File: src/rtl/uart_pkg.sv
// Shared definitions for the UART receive path: FSM states, parity sense and
// the supported oversampling ratios.
package uart_pkg;

  typedef enum logic [2:0] {
    IDLE,
    START,
    DATA,
    PARITY,
    STOP
  } rx_state_e;

  localparam logic PAR_EVEN = 1'b0;
  localparam logic PAR_ODD  = 1'b1;

  localparam int unsigned PRESCALE_8  = 8;
  localparam int unsigned PRESCALE_16 = 16;
  localparam int unsigned PRESCALE_32 = 32;

  // Unsupported ratios fall back to the slowest legal oversampling.
  function automatic int unsigned norm_prescale(input int unsigned p);
    if (p == PRESCALE_16 || p == PRESCALE_32) return p;
    return PRESCALE_8;
  endfunction

endpackage

File: src/rtl/uart_rx_sampler.sv
// Mid-bit 3-sample capture with 2-of-3 majority vote; the vote is stable from
// edge P/2+2 to the end of the bit.
module uart_rx_sampler
  import uart_pkg::*;
#(
  parameter int PRESCALE_WIDTH = 6
) (
  input  logic                      clk,
  input  logic                      reset,
  input  logic                      rx_in,
  input  logic [PRESCALE_WIDTH-1:0] edge_cnt,
  input  logic [PRESCALE_WIDTH-1:0] prescale,
  output logic                      bit_val
);

  localparam int PW = PRESCALE_WIDTH;

  logic [PW-1:0] half;
  logic [2:0]    samp_q, samp_d;

  assign half = prescale >> 1;

  always_comb begin
    samp_d = samp_q;
    if (edge_cnt == half - PW'(1)) samp_d[0] = rx_in;
    if (edge_cnt == half)          samp_d[1] = rx_in;
    if (edge_cnt == half + PW'(1)) samp_d[2] = rx_in;
  end

  always_ff @(posedge clk or negedge reset) begin
    if (!reset) samp_q <= '0;
    else        samp_q <= samp_d;
  end

  assign bit_val = (samp_q[0] & samp_q[1]) | (samp_q[0] & samp_q[2]) |
                   (samp_q[1] & samp_q[2]);

endmodule

File: src/rtl/uart_rx_core.sv
// UART receiver: start/data/parity/stop FSM with oversampled bit timing,
// LSB-first deserializer and one-cycle end-of-frame status strobes.
module uart_rx_core
  import uart_pkg::*;
#(
  parameter int DATA_WIDTH     = 8,
  parameter int PRESCALE_WIDTH = 6
) (
  input  logic                      clk,
  input  logic                      reset,
  input  logic                      rx_in,
  input  logic [PRESCALE_WIDTH-1:0] prescale,
  input  logic                      par_en,
  input  logic                      par_typ,
  output logic [DATA_WIDTH-1:0]     p_data,
  output logic                      data_valid,
  output logic                      par_err,
  output logic                      stp_err
);

  localparam int PW = PRESCALE_WIDTH;
  localparam int DW = DATA_WIDTH;
  localparam int BW = $clog2(DATA_WIDTH) + 1;

  rx_state_e     state_q, state_d;
  logic [PW-1:0] edge_cnt_q, edge_cnt_d;
  logic [BW-1:0] bit_cnt_q, bit_cnt_d;
  logic [DW-1:0] shift_q, shift_d;
  logic [DW-1:0] p_data_q, p_data_d;
  logic [PW-1:0] presc_q, presc_d;
  logic          par_en_q, par_en_d;
  logic          par_typ_q, par_typ_d;
  logic          par_flag_q, par_flag_d;
  logic          dv_q, dv_d, pe_q, pe_d, se_q, se_d;
  logic          bit_val, bit_end, stop_bad;

  uart_rx_sampler #(.PRESCALE_WIDTH(PW)) u_sampler (
    .clk      (clk),
    .reset    (reset),
    .rx_in    (rx_in),
    .edge_cnt (edge_cnt_q),
    .prescale (presc_q),
    .bit_val  (bit_val)
  );

  assign bit_end  = (edge_cnt_q == presc_q - PW'(1));
  assign stop_bad = !bit_val;

  always_comb begin
    state_d    = state_q;
    edge_cnt_d = bit_end ? '0 : edge_cnt_q + PW'(1);
    bit_cnt_d  = bit_cnt_q;
    shift_d    = shift_q;
    p_data_d   = p_data_q;
    presc_d    = presc_q;
    par_en_d   = par_en_q;
    par_typ_d  = par_typ_q;
    par_flag_d = par_flag_q;
    dv_d       = 1'b0;
    pe_d       = 1'b0;
    se_d       = 1'b0;
    unique case (state_q)
      IDLE: begin
        edge_cnt_d = '0;
        bit_cnt_d  = '0;
        // Detect cycle is edge 0 of the start bit; config is frozen here.
        if (!rx_in) begin
          state_d    = START;
          edge_cnt_d = PW'(1);
          presc_d    = PW'(norm_prescale(32'(prescale)));
          par_en_d   = par_en;
          par_typ_d  = par_typ;
        end
      end
      START: begin
        if (bit_end) state_d = bit_val ? IDLE : DATA;
      end
      DATA: begin
        if (bit_end) begin
          shift_d   = {bit_val, shift_q[DW-1:1]};
          bit_cnt_d = bit_cnt_q + BW'(1);
          if (bit_cnt_q == BW'(DW - 1)) state_d = par_en_q ? PARITY : STOP;
        end
      end
      PARITY: begin
        if (bit_end) begin
          if (bit_val != ((^shift_q) ^ (par_typ_q == PAR_ODD))) par_flag_d = 1'b1;
          state_d = STOP;
        end
      end
      STOP: begin
        // Strobes are registered so they appear in the first IDLE cycle.
        if (bit_end) begin
          dv_d       = !par_flag_q && !stop_bad;
          pe_d       = par_flag_q;
          se_d       = stop_bad;
          par_flag_d = 1'b0;
          if (dv_d) p_data_d = shift_q;
          state_d = IDLE;
        end
      end
      default: state_d = IDLE;
    endcase
  end

  always_ff @(posedge clk or negedge reset) begin
    if (!reset) begin
      state_q    <= IDLE;
      edge_cnt_q <= '0;
      bit_cnt_q  <= '0;
      shift_q    <= '0;
      p_data_q   <= '0;
      presc_q    <= PW'(PRESCALE_8);
      par_en_q   <= 1'b0;
      par_typ_q  <= PAR_EVEN;
      par_flag_q <= 1'b0;
      dv_q       <= 1'b0;
      pe_q       <= 1'b0;
      se_q       <= 1'b0;
    end else begin
      state_q    <= state_d;
      edge_cnt_q <= edge_cnt_d;
      bit_cnt_q  <= bit_cnt_d;
      shift_q    <= shift_d;
      p_data_q   <= p_data_d;
      presc_q    <= presc_d;
      par_en_q   <= par_en_d;
      par_typ_q  <= par_typ_d;
      par_flag_q <= par_flag_d;
      dv_q       <= dv_d;
      pe_q       <= pe_d;
      se_q       <= se_d;
    end
  end

  assign p_data     = p_data_q;
  assign data_valid = dv_q;
  assign par_err    = pe_q;
  assign stp_err    = se_q;

endmodule

File: config.mk
export PLATFORM = sky130hd
export DESIGN_NAME = uart_rx_core
export DESIGN_NICKNAME = d
export VERILOG_FILES = /design/src/rtl/uart_pkg.sv /design/src/rtl/uart_rx_sampler.sv /design/src/rtl/uart_rx_core.sv
export SDC_FILE = /design/constraint.sdc
export NUM_CORES = 1
export LEC_CHECK = 0
export CORE_ASPECT_RATIO = 1.1
export CORE_MARGIN = 3
export CORE_UTILIZATION = 50
export CTS_CLUSTER_SIZE = 14
export DETAILED_ROUTE_END_ITERATION = 10
export PLACE_DENSITY = 0.81
export SETUP_SLACK_MARGIN = 0.5
export SYNTH_ARGS = -nofsm -noshare
export SYNTH_HDL_FRONTEND = slang
export SYNTH_SLANG_ARGS = --single-unit
File: constraint.sdc
create_clock -name clk -period 2.6 [get_ports clk]
set_clock_uncertainty 0.05 [all_clocks]
set_input_delay 0.39 -clock clk [delete_from_list [all_inputs] [get_ports clk]]
set_output_delay 0.39 -clock clk [all_outputs]
set_load 0.005 [all_outputs]
After elaboration in Yosys (flattened, before gate mapping)
Cells that the tools add are included.
- flip-flop bits (word level): 44
- logic and storage cells: 89
- input bits: 11
- bitwise logic cells: 7
- reductions and logical operators: 14
- equality and inequality tests: 19
- add/sub/neg operators: 5
- muxes and demuxes: 29
- operators with widths (cell ; count):
    $mux 6 ; 4
    $mux 3 ; 7
    $eq 6x6->1 ; 3
    $pmux 3 s5 ; 1
    $ne 2x2->1 const B ; 7
    $mux 1 ; 13
    $pmux 4 s2 ; 1
    $reduce_xor 8->1 ; 1
    $add 5x1->6 const B ; 1
    $add 6x1->6 const B ; 1
    $eq 3x2->1 const B ; 2
    $eq 6x5->1 ; 1
    $eq 6x5->1 const B ; 1
    $eq 6x6->1 const B ; 1
    $reduce_and 2->1 ; 3
    $reduce_and 6->1 ; 1
    $sub 5x1->6 const B ; 1
    $sub 6x1->6 const B ; 1
    $add 4x1->4 const B ; 1
    $eq 4x3->1 const B ; 1
    $mux 4 ; 1
    $reduce_and 4->1 ; 1
    $reduce_bool 2->1 ; 2
    $and 1x1->1 ; 3
    other kinds (13) ; 15

Longest topological paths before layout
- word-level depth: 7
- gate-level depth with buffers: 9
- mapped depth without buffers: 7

By module
A second synthesis with hierarchy kept.
- cells, all modules: 234
- area, all modules: 2508.7 um2
- modules (own cells, without submodules) (module ; area each (um2) ; sequential area each (um2) ; cells each ; times used):
    uart_rx_core ; 2083.2 ; 1027.2 ; 186 ; 1
    uart_rx_sampler ; 425.4 ; 75.1 ; 48 ; 1

Worst setup path after synthesis
Ideal clock, no wire load.
- path kind: register -> register
- start: reg presc_q[2]
- end: reg shift_q[0]
- buffers on the path: 1
- clock period less this slack: 2350 ps
- slack: 250 ps
- stages on the path, launching flop included: 9
- data arrival time: 2175 ps
- cells stage by stage: dfrtp_1 buf_4 inv_2 ha_1 nor3b_2 and3_1 o221ai_2 nor4_4 mux2_2
- cells in the longest elaborated chain, start to end: 3
- RTL lines (element ; RTL line ; text):
    from (decl) ; uart_rx_core.sv:30 ; logic [PW-1:0] presc_q, presc_d;
    from (signal assigned) ; uart_rx_core.sv:113 ; presc_q <= PW'(PRESCALE_8);
    from (signal assigned) ; uart_rx_core.sv:126 ; presc_q <= presc_d;
    $sub 6x1->6 ; uart_rx_core.sv:46 ; assign bit_end = (edge_cnt_q == presc_q - PW'(1));
    $eq 6x6->1 ; uart_rx_core.sv:46 ;
    $reduce_and 2->1 (no line) ; -- ;
    to (signal assigned) ; uart_rx_core.sv:124 ; shift_q <= shift_d;
    to (decl) ; uart_rx_core.sv:28 ; logic [DW-1:0] shift_q, shift_d;
Every way passes these cells.
A chain may end at the register's enable or synchronous reset.

Worst setup path after layout
- start: reg presc_q[1]
- end: reg shift_q[3]
The elaborated chain is that of the path after synthesis.

==> results.py <==
metrics = {
    "worst_setup_path": {
        "arrival_ps": 2330,
        "worstSetupPathType": "flop to flop",
        "critPathLaunchType": "flop",
        "worstPathMaxFanout": 8,
        "path_cells": "inv_4 -> ha_4 -> xnor2_2 -> nor2_1 -> o31a_4 -> nor4_4 -> buf_6 -> mux2_4",
        "slowest_stage": "dfrtp_2",
        "crit_start": "presc_q[1]$_DFFE_PN0P_",
        "rr_startpoint": "presc_q[1]$_DFFE_PN0P_",
        "max_stage_delay_ps": 430,
        "end_kind": "flop",
        "required_ps": 2740,
    },
    "logic_synthesis": {
        "synthSimpleGateAreaFrac": 0.208,
        "async_reset_ff_frac": 1.00,
        "synthDistinctLibCells": 58,
        "yosysSeqAreaShare": 0.437,
        "synth_fa_ha_area_frac": 0.0337,
        "ys_ff_latch": 44,
        "syn_inst": 243,
        "synth_compound_area_frac": 0.104,
        "synthTopCellsByArea": "dfrtp_1 43%, mux2_2 8.5%, xnor2_1 4.9%",
        "yosys.area.top_type": "dfrtp_1",
        "synth_top_family_by_area": "simple AND/OR/NAND/NOR gates",
        "synth-xor-area-share": 0.0922,
        "synthMuxAreaShare": 0.0887,
        "yosysWarningCount": 0,
        "syn_area_per_cell_um2": 10.4,
        "synth_top_area_frac": 0.426,
        "synth_nets": 260,
        "synthFlopType": "dfrtp_1",
        "syn_area_um2": 2520,
        "synth_edf_count": 0,
    },
    "floorplan": {
        "die_y_um": 80.5,
        "io_pins": 22,
        "die_w_um": 73.7,
        "core_area_um2": 4750,
        "dieArea_um2": 5940,
        "rows": 26,
        "initial_core_util": 0.531,
    },
    "run_status": {
        "status": "completed",
    },
    "placed_design": {
        "dp_hpwl_um": 3780,
        "dpl_cell_area_um2": 2810,
        "numPortBuffers": 21,
        "gp_congestion": 0.872,
    },
    "clocking": {
        "tritoncts.num_buffers": 5,
        "ctsHoldBuffers": 0,
        "clockRootBuffer": "clkbuf_8",
        "cts.sinks": 44,
        "clk_path_buf_depth": 2,
        "clkTransAtPathRegs_ps": 80,
        "cts_tree": "done",
        "htreeDepth": 2,
        "clock_latency_ps": 300,
    },
    "power_and_ir_drop": {
        "switching_power_mw": 1.15,
        "peakVddDrop_uv": 539,
        "combPwrFrac": 0.507,
        "p_int_mw": 1.70,
        "clkPwrFrac": 0.158,
        "p_leak_nw": 1.39,
        "p_sw_frac": 0.403,
        "seq_power_share": 0.334,
        "power.density_nw_per_um2": 867,
    },
    "cells_and_area": {
        "stdcell_area_um2": 3290,
        "layout-drive-gt1-share": 0.331,
        "mostFrequentLayoutCells": "38 x dfrtp_1, 23 x buf_4, 20 x clkdlybuf4s50_1, 18 x nand2_1, 16 x mux2_4",
        "final_common_cell": "dfrtp_1",
        "n_antenna_cell": 0,
        "final_nets": 303,
        "areaGrowthSynthToFinish_pct": 30.4,
        "nFillCells": 318,
    },
    "timing": {
        "clock.fmax_mhz": 456,
        "layout_min_cycle_time_ps": 2190,
        "worst_slew_pin_slew_ps": 962,
        "rsz0062_at_grt": "yes",
        "period_share": 0.844,
        "slew_headroom": 0.359,
        "fin_tns_setup_ps": 0,
        "finalMaxSlewViolations": 0,
        "setup_viol": 0,
        "final_hold_viol_count": 0,
    },
    "worst_hold_path": {
        "hold_class": "input pin to async pin",
    },
    "global_route": {
        "grt_pass1_wl_um": 10600,
        "grt_max_degree": 45,
        "antenna_found_initial": 0,
        "grt_usage": 0.234,
        "gr-total-overflow": 0,
        "grt_pass1_vias": 2132,
    },
    "detailed_routing": {
        "detail-route-antenna-nets": 0,
        "route.detailed.drc": 0,
        "routed_wl_um": 6310,
        "drt_iter0_markers": 222,
        "vias": 2081,
        "firstDrtPassIters": 4,
        "via_per_inst": 6.07,
        "routedWlPerCell_um": 18.4,
    },
    "flow_run": {
        "maxCapViolations": 0,
    },
}
[area by class of cell]
| class | instances | area (µm²) | share of cell area |
|---|---|---|---|
| multi-input cells | 178 | 1550 | 0.470 |
| inverters | 8 | 32.5 | 0.00989 |
| repair buffers | 49 | 434 | 0.132 |
| clock inverters | 2 | 15.0 | 0.00456 |
| flip-flops and latches | 44 | 1110 | 0.337 |
| clock buffers | 6 | 82.6 | 0.0251 |
| well taps | 56 | 70.1 | 0.0213 |
[cell families after synthesis]
logic type               Yosys count
AND/OR/NAND/NOR                   92
flip-flops                        44
AO/OA/AOI/OAI                     33
XOR/XNOR                          25
buffers and inverters             22
multiplexers                      20
adder cells (fa/ha/maj)            7
[sequential cells by signal (all words and copies together) (netlist names)]
name and count:
p_data 8, shift_q 8, edge_cnt_q 6, presc_q 6
bit_cnt_q 4, state_q 3, u_sampler.samp_q 3, data_valid 1
par_en_q 1, par_err 1, par_flag_q 1, par_typ_q 1
stp_err 1
[through the flow]
stage               worst slack (ps)  power [mW]  cells  hold slack (ps)   util
CTS                              444        2.76    340              214  0.679
finish                           406        2.85    343              181  0.693
global route                     337        3.02    343              253  0.693
floorplan                        365        1.74    243             44.4      -
global placement                 187        1.96    313              439  0.591
detailed placement              84.2        2.00    313              441  0.591
[power groups by stage]
stage	clock network [mW]	registers (mW)	logic (mW)
4_1_cts	0.461	0.943	1.36
3_5_place_dp	0	0.962	1.04
5_1_grt	0.492	0.969	1.56
6_report	0.452	0.953	1.45
3_3_place_gp	0	0.953	1.01
2_1_floorplan	0	0.887	0.858
[worst max-delay path: cells and delay by family (launching register included)]
family	cells	cell delay (ps)
muxes	1	320
DFF	1	430
buffers and inverters	2	290
adders and majority gates	1	160
AOI/OAI and AO/OA	1	390
and+or+nand+nor	2	330
xor gates and xnor gates	1	100
[metal layers]
layer | track usage | wire (µm)
met3 | 0.0300 | 252
met4 | 0.0815 | 111
met2 | 0.402 | 3340
met1 | 0.299 | 2600
met5 | 0 | 0
[Yosys cell counts (4+ instances only)]
cell type / instances
nand4_1: 4
nor4_1: 5
ha_1: 6
nand2_1: 19
o211ai_1: 5
nor2_1: 16
xnor2_1: 14
mux2_2: 19
nor3_1: 11
nand3_1: 6
dfrtp_1: 43
o31ai_1: 4
buf_2: 6
clkbuf_1: 7
xor2_1: 10
nand2b_1: 4
inv_1: 6
[final timing paths]
check | end | slack [ps] | depth (start not counted)
min in group clk | par_typ_q$_DFFE_PN0P_ | 460 | 2
worst max register to register | shift_q[3]$_DFFE_PN0P_ | 410 | 8
max in group asynchronous | presc_q[5]$_DFFE_PN0P_ | 1650 | 1
worst max-delay path | shift_q[3]$_DFFE_PN0P_ | 410 | 8
worst min-delay path | par_err$_DFF_PN0_ | 180 | 1
worst min register to register | par_typ_q$_DFFE_PN0P_ | 460 | 2
[repair_timing]
action | 4_1_cts | 5_1_grt
setup buffers | 18 | 3
pin swaps | 11 | 6
gates resized for setup | 42 | 11
hold endpoints to repair | 0 | 0
endpoints found under the setup margin | 34 | 32
cloned | 1 | 0
(Power assumes the default switching activity.)
